[src/rtl/serial_subtractor.sv]
// Digit-serial two's-complement subtractor: diff = a - b - bin, DIGIT bits per clock, LSB first.
// Results are committed in one step at completion, so diff/bout/overflow never show partial values.
module serial_subtractor #(
  parameter int WIDTH = 32,
  parameter int DIGIT = 4
) (
  input  logic             clk,
  input  logic             rst_n,
  input  logic             start,
  input  logic [WIDTH-1:0] a,
  input  logic [WIDTH-1:0] b,
  input  logic             bin,
  output logic             busy,
  output logic             done,
  output logic [WIDTH-1:0] diff,
  output logic             bout,
  output logic             overflow
);

  localparam int N  = WIDTH / DIGIT;
  localparam int CW = (N > 1) ? $clog2(N) : 1;

  generate
    if (WIDTH < 2 || DIGIT < 1 || (WIDTH % DIGIT) != 0) begin : g_bad_params
      $error("serial_subtractor: WIDTH must be >= 2 and a multiple of DIGIT");
    end
  endgenerate

  typedef enum logic [1:0] {
    S_IDLE = 2'd0,
    S_RUN  = 2'd1,
    S_DONE = 2'd2
  } state_t;

  state_t state, state_nxt;

  logic [WIDTH-1:0] a_sh, b_sh, res, res_nxt, dig_wide;
  logic [DIGIT-1:0] dig;
  logic             carry, borrow, borrow_nxt;
  logic             a_msb, b_msb;
  logic [CW-1:0]    count;
  logic             last;

  // Handshake: start is sampled only in S_IDLE; busy is high for the N RUN cycles,
  // then done pulses for exactly one cycle while busy is low; start is ignored otherwise.
  always_ff @(posedge clk or negedge rst_n) begin
    if (!rst_n) state <= S_IDLE;
    else        state <= state_nxt;
  end

  always_comb begin
    state_nxt = state;
    case (state)
      S_IDLE:  if (start) state_nxt = S_RUN;
      S_RUN:   if (last)  state_nxt = S_DONE;
      S_DONE:  state_nxt = S_IDLE;
      default: state_nxt = S_IDLE;
    endcase
  end

  always_comb begin
    busy = (state == S_RUN);
    done = (state == S_DONE);
  end

  // One digit of a + ~b + !borrow; carry-out of the digit is the inverse of the borrow.
  always_comb begin
    {carry, dig} = {1'b0, a_sh[DIGIT-1:0]} + {1'b0, ~b_sh[DIGIT-1:0]}
                 + {{DIGIT{1'b0}}, ~borrow};
    borrow_nxt   = ~carry;
    dig_wide     = WIDTH'(dig);
    res_nxt      = (res >> DIGIT) | (dig_wide << (WIDTH - DIGIT));
    last         = (count == CW'(N - 1));
  end

  always_ff @(posedge clk or negedge rst_n) begin
    if (!rst_n) begin
      a_sh     <= '0;
      b_sh     <= '0;
      res      <= '0;
      borrow   <= 1'b0;
      a_msb    <= 1'b0;
      b_msb    <= 1'b0;
      count    <= '0;
      diff     <= '0;
      bout     <= 1'b0;
      overflow <= 1'b0;
    end else if (state == S_IDLE && start) begin
      a_sh   <= a;
      b_sh   <= b;
      res    <= '0;
      borrow <= bin;
      a_msb  <= a[WIDTH-1];
      b_msb  <= b[WIDTH-1];
      count  <= '0;
    end else if (state == S_RUN) begin
      a_sh   <= a_sh >> DIGIT;
      b_sh   <= b_sh >> DIGIT;
      res    <= res_nxt;
      borrow <= borrow_nxt;
      count  <= last ? '0 : count + CW'(1);
      if (last) begin
        diff     <= res_nxt;
        bout     <= borrow_nxt;
        // Sign test uses the operand MSBs captured at acceptance; bin plays no part.
        overflow <= (a_msb != b_msb) && (res_nxt[WIDTH-1] != a_msb);
      end
    end
  end

endmodule
[config.mk]
export PLATFORM = sky130hd
export DESIGN_NAME = serial_subtractor
export DESIGN_NICKNAME = d
export VERILOG_FILES = /design/src/rtl/serial_subtractor.sv
export SDC_FILE = /design/constraint.sdc
export NUM_CORES = 1
export LEC_CHECK = 0
export BUFFER_PORTS_ARGS = -buffer_cell sky130_fd_sc_hd__buf_4
export CORE_ASPECT_RATIO = 0.7
export CORE_MARGIN = 1.5
export CORE_UTILIZATION = 56
export DETAILED_ROUTE_END_ITERATION = 6
export PLACE_DENSITY = 0.8
export SYNTH_ARGS = -nofsm -noshare
export SYNTH_HDL_FRONTEND = slang
export SYNTH_SLANG_ARGS = --single-unit
[constraint.sdc]
create_clock -name clk -period 3 [get_ports clk]
set_input_delay 0.6 -clock clk [delete_from_list [all_inputs] [get_ports clk]]
set_output_delay 0.6 -clock clk [all_outputs]
set_load 0.02 [all_outputs]
==> summary.txt <==
Yosys
  • Net count after synthesis: 554
  • #FFs+latches synth: 134
  • Fraction of registers with async set/reset: between 90% and 100%
  • Synth Flop Type: dfrtp_1
  • Seq/Total Area, Yosys: 57.8%
  • Post-synth EDFFs: 0
  • Cell Area, Synth: 5800 um^2
  • Synthesis warning total: 0
  • Gate Count Post-Synth: roughly 480
  • Synth unique cells: 34
  • Syn Area/Cell: 12.1 um^2

STA
  • Final period util: 75.9%
  • Fin. max-slew vios: 0
  • Pin slew with the least headroom to its limit: 0.659 ns
  • Peak Freq: around 440 MHz
  • Final Critical Period: 2.28 ns
  • RSZ-0062 raised after global routing: false
  • TNS Setup: 0 ns
  • WHS: 0.183 ns
  • Rel. slew slack: around 56%
  • Final setup viols: 0
  • Final Hold Fails: 0
  • Setup Skew: around 0.0072 ns

Route
  • DRC errors left: 0
  • Total iterations of the first detailed-routing run: 5
  • Antenna viol nets, final: 0
  • First DRT Iteration DRCs: 420
  • Vias: between 4,000 and 5,000
  • Vias per inst: 6.20
  • Total length of routed wires: 14.2 mm
  • Routed len/inst: 20.0 um

Worst setup path
  • Crit path max fanout: 65
  • Crit path capture type: output port
  • CP delay by family, top: buffers and inverters
  • Worst Path Buf+Inv: 2
  • CP arrival: about 1.7 ns
  • Top cell by count, worst path: buf_4
  • Crit path required time: roughly 2.4 ns
  • Worst path cell trace: buf_4, nor2b_1, buf_4
  • Critical path's slowest cell: buf_4
  • Crit Path Class: flip-flop to output port
  • Slowest stage delay, CP: 0.53 ns
  • CP startpoint kind: flip-flop

Global routing
  • Initial antenna violation count: 0
  • Vias in the first global route: 4,332
  • Largest net degree at the start of global routing: 71
  • Global route total overflow: 0
  • First-pass GRT wire length: 23.0 mm
  • GRT Total Usage: 27.1%

CTS
  • Post_cts resized: 0
  • Clk_lat worst skew: 0.42 ns
  • Clock sink count: 134
  • Hold-fix buffers at CTS: 0
  • Postcts setup bufs: 0
  • H-tree depth: 4
  • CTS Buf Count: 17
  • Clk slew on worst S/H paths: 0.06 ns
  • Root Buffer: clkbuf_16
  • CTS tree: yes
  • Max Root-Sink Buffers: 2

Flow run
  • MaxCap Viol Count: 0

Power and ir drop
  • Design Power: between 8 and 9 mW
  • Worst VDD drop: approximately 0.57 mV
  • Leakage power: around 3.5 nW
  • Power density cells: approximately 1100 nW/um^2

Layout
  • Layout cells sized above 1: a little under a third
  • Antenna Diode Count: 0
  • Nets@finish: 646
  • Syn-to-layout area delta: 25.2%
  • Fillers: 628
  • Final instance area: 7260 um^2

Floorplanning
  • Die width: 125 um
  • DIE HEIGHT: a little under 90 um
  • # rows: 30
  • Starting Density: 58.7%
  • Core ar.: 9870 um^2
  • Die ar.: 11,000 um^2
  • Boundary pin count: 104

Placed design
  • Final GP Congestion: between 0.8 and 0.9
  • HPWL Detailed: 8.70 mm
  • Port Buffers: slightly above 100
  • Post-DP Area: 6630 um^2

Worst hold path
  • Tightest Hold Check Type: input pin to asynchronous set/reset pin

Status
  • Status: finished clean
[cells by family (layout without fill, tap and decap cells)]
kind of cell             Yosys count  in the layout  synth area share [%]
multiplexers                      30             30                  7.64
flip-flops                       134            134                  57.8
adder cells (fa/ha/maj)            7              7                  1.77
AND/OR/NAND/NOR                   55             55                  4.31
buffers and inverters             50            155                  4.40
AO/OA/AOI/OAI                    201            201                  23.8
XOR/XNOR                           2              2                 0.302
[state kept, by name, summed over array words and instances, names as in the netlist]
| name | count |
|---|---|
| a_msb | 1 |
| a_sh | 32 |
| b_msb | 1 |
| b_sh | 32 |
| borrow | 1 |
| bout | 1 |
| count | 3 |
| diff | 32 |
| overflow | 1 |
| res | 28 |
| state | 2 |
[Yosys cell counts, drive strengths merged, types with 3 or more instances]
cell type  instances  share of area, %
dfrtp            134                58
o21ai             67               5.8
nand2             38               2.6
nor2b              3              0.32
a22o              34               5.1
mux2              30               7.6
nor2               6              0.39
buf               26               2.8
inv                8              0.60
a22oi             89                12
a21oi              5              0.43
clkbuf            16               1.0
ha                 5               1.1
[routing by layer]
metal / GRT usage [%] / share of wire, % / vias to the layer above
li1: - / - / 1975
met1: 38.4 / 45 / 2206
met2: 41.2 / 47 / 202
met3: 5.07 / 6.4 / 32
met4: 12.6 / 2.4 / 0
met5: 0 / 0 / -
[layout make-up]
class / count / area, um^2 / share of cell area (%)
clock buffers: 19 / 453 / 6.24
repair buffers: 115 / 880 / 12.1
inverters: 8 / 35.0 / 0.482
clock inverters: 13 / 179 / 2.46
flip-flops and latches: 134 / 3360 / 46.2
multi-input cells: 295 / 2200 / 30.3
well taps: 128 / 160 / 2.20
[placed cells by master (no fill, tap or decap), drive strengths merged]
cell type and count:
a22o 34, ha 5, xor2 1, a211o 1
nand3 1, bufinv 4, nor3b 1, buf 115
o21bai 2, nor3 1, clkinvlp 4, mux2 30
and3b 1, fa 2, xnor2 1, nand2b 2
clkinv 5, nor2 6, clkbuf 19, a2bb2oi 1
nand3b 2, nand2 38, o21ai 67, nor2b 3
o211ai 1, a22oi 89, a21oi 5, o31ai 1
dfrtp 134, inv 8
[metrics by stage]
stage / cells / setup WS (ns) / utilization, %
detailed placement: 680 / 1.12 / 67.2
floorplan: 479 / 1.28 / -
finish: 712 / 0.723 / 73.6
global route: 712 / 0.658 / 73.6
CTS: 712 / 0.749 / 73.6
global placement: 680 / 1.19 / 67.2
[power by group]
group	internal, mW	switching (mW)
Sequential	2.57	0.598
Combinational	1.29	1.49
Clock	1.43	0.785
Total	5.28	2.88
[final timing paths]
check	startpoint	end	slack [ns]	cells past startpoint
worst max-delay path	state[1]$_DFFE_PN0P_	done	0.72	3
worst min-delay path	rst_n	a_sh[8]$_DFFE_PN0P_	0.18	1
worst max register to register	state[1]$_DFFE_PN0P_	borrow$_DFFE_PN0P_	1.07	6
worst min register to register	a_sh[9]$_DFFE_PN0P_	a_sh[9]$_DFFE_PN0P_	0.48	2
max in group asynchronous	rst_n	res[24]$_DFFE_PN0P_	1.96	2
min in group clk	b[30]	b_sh[30]$_DFFE_PN0P_	0.40	2
Power figures use the tool's default switching activity.
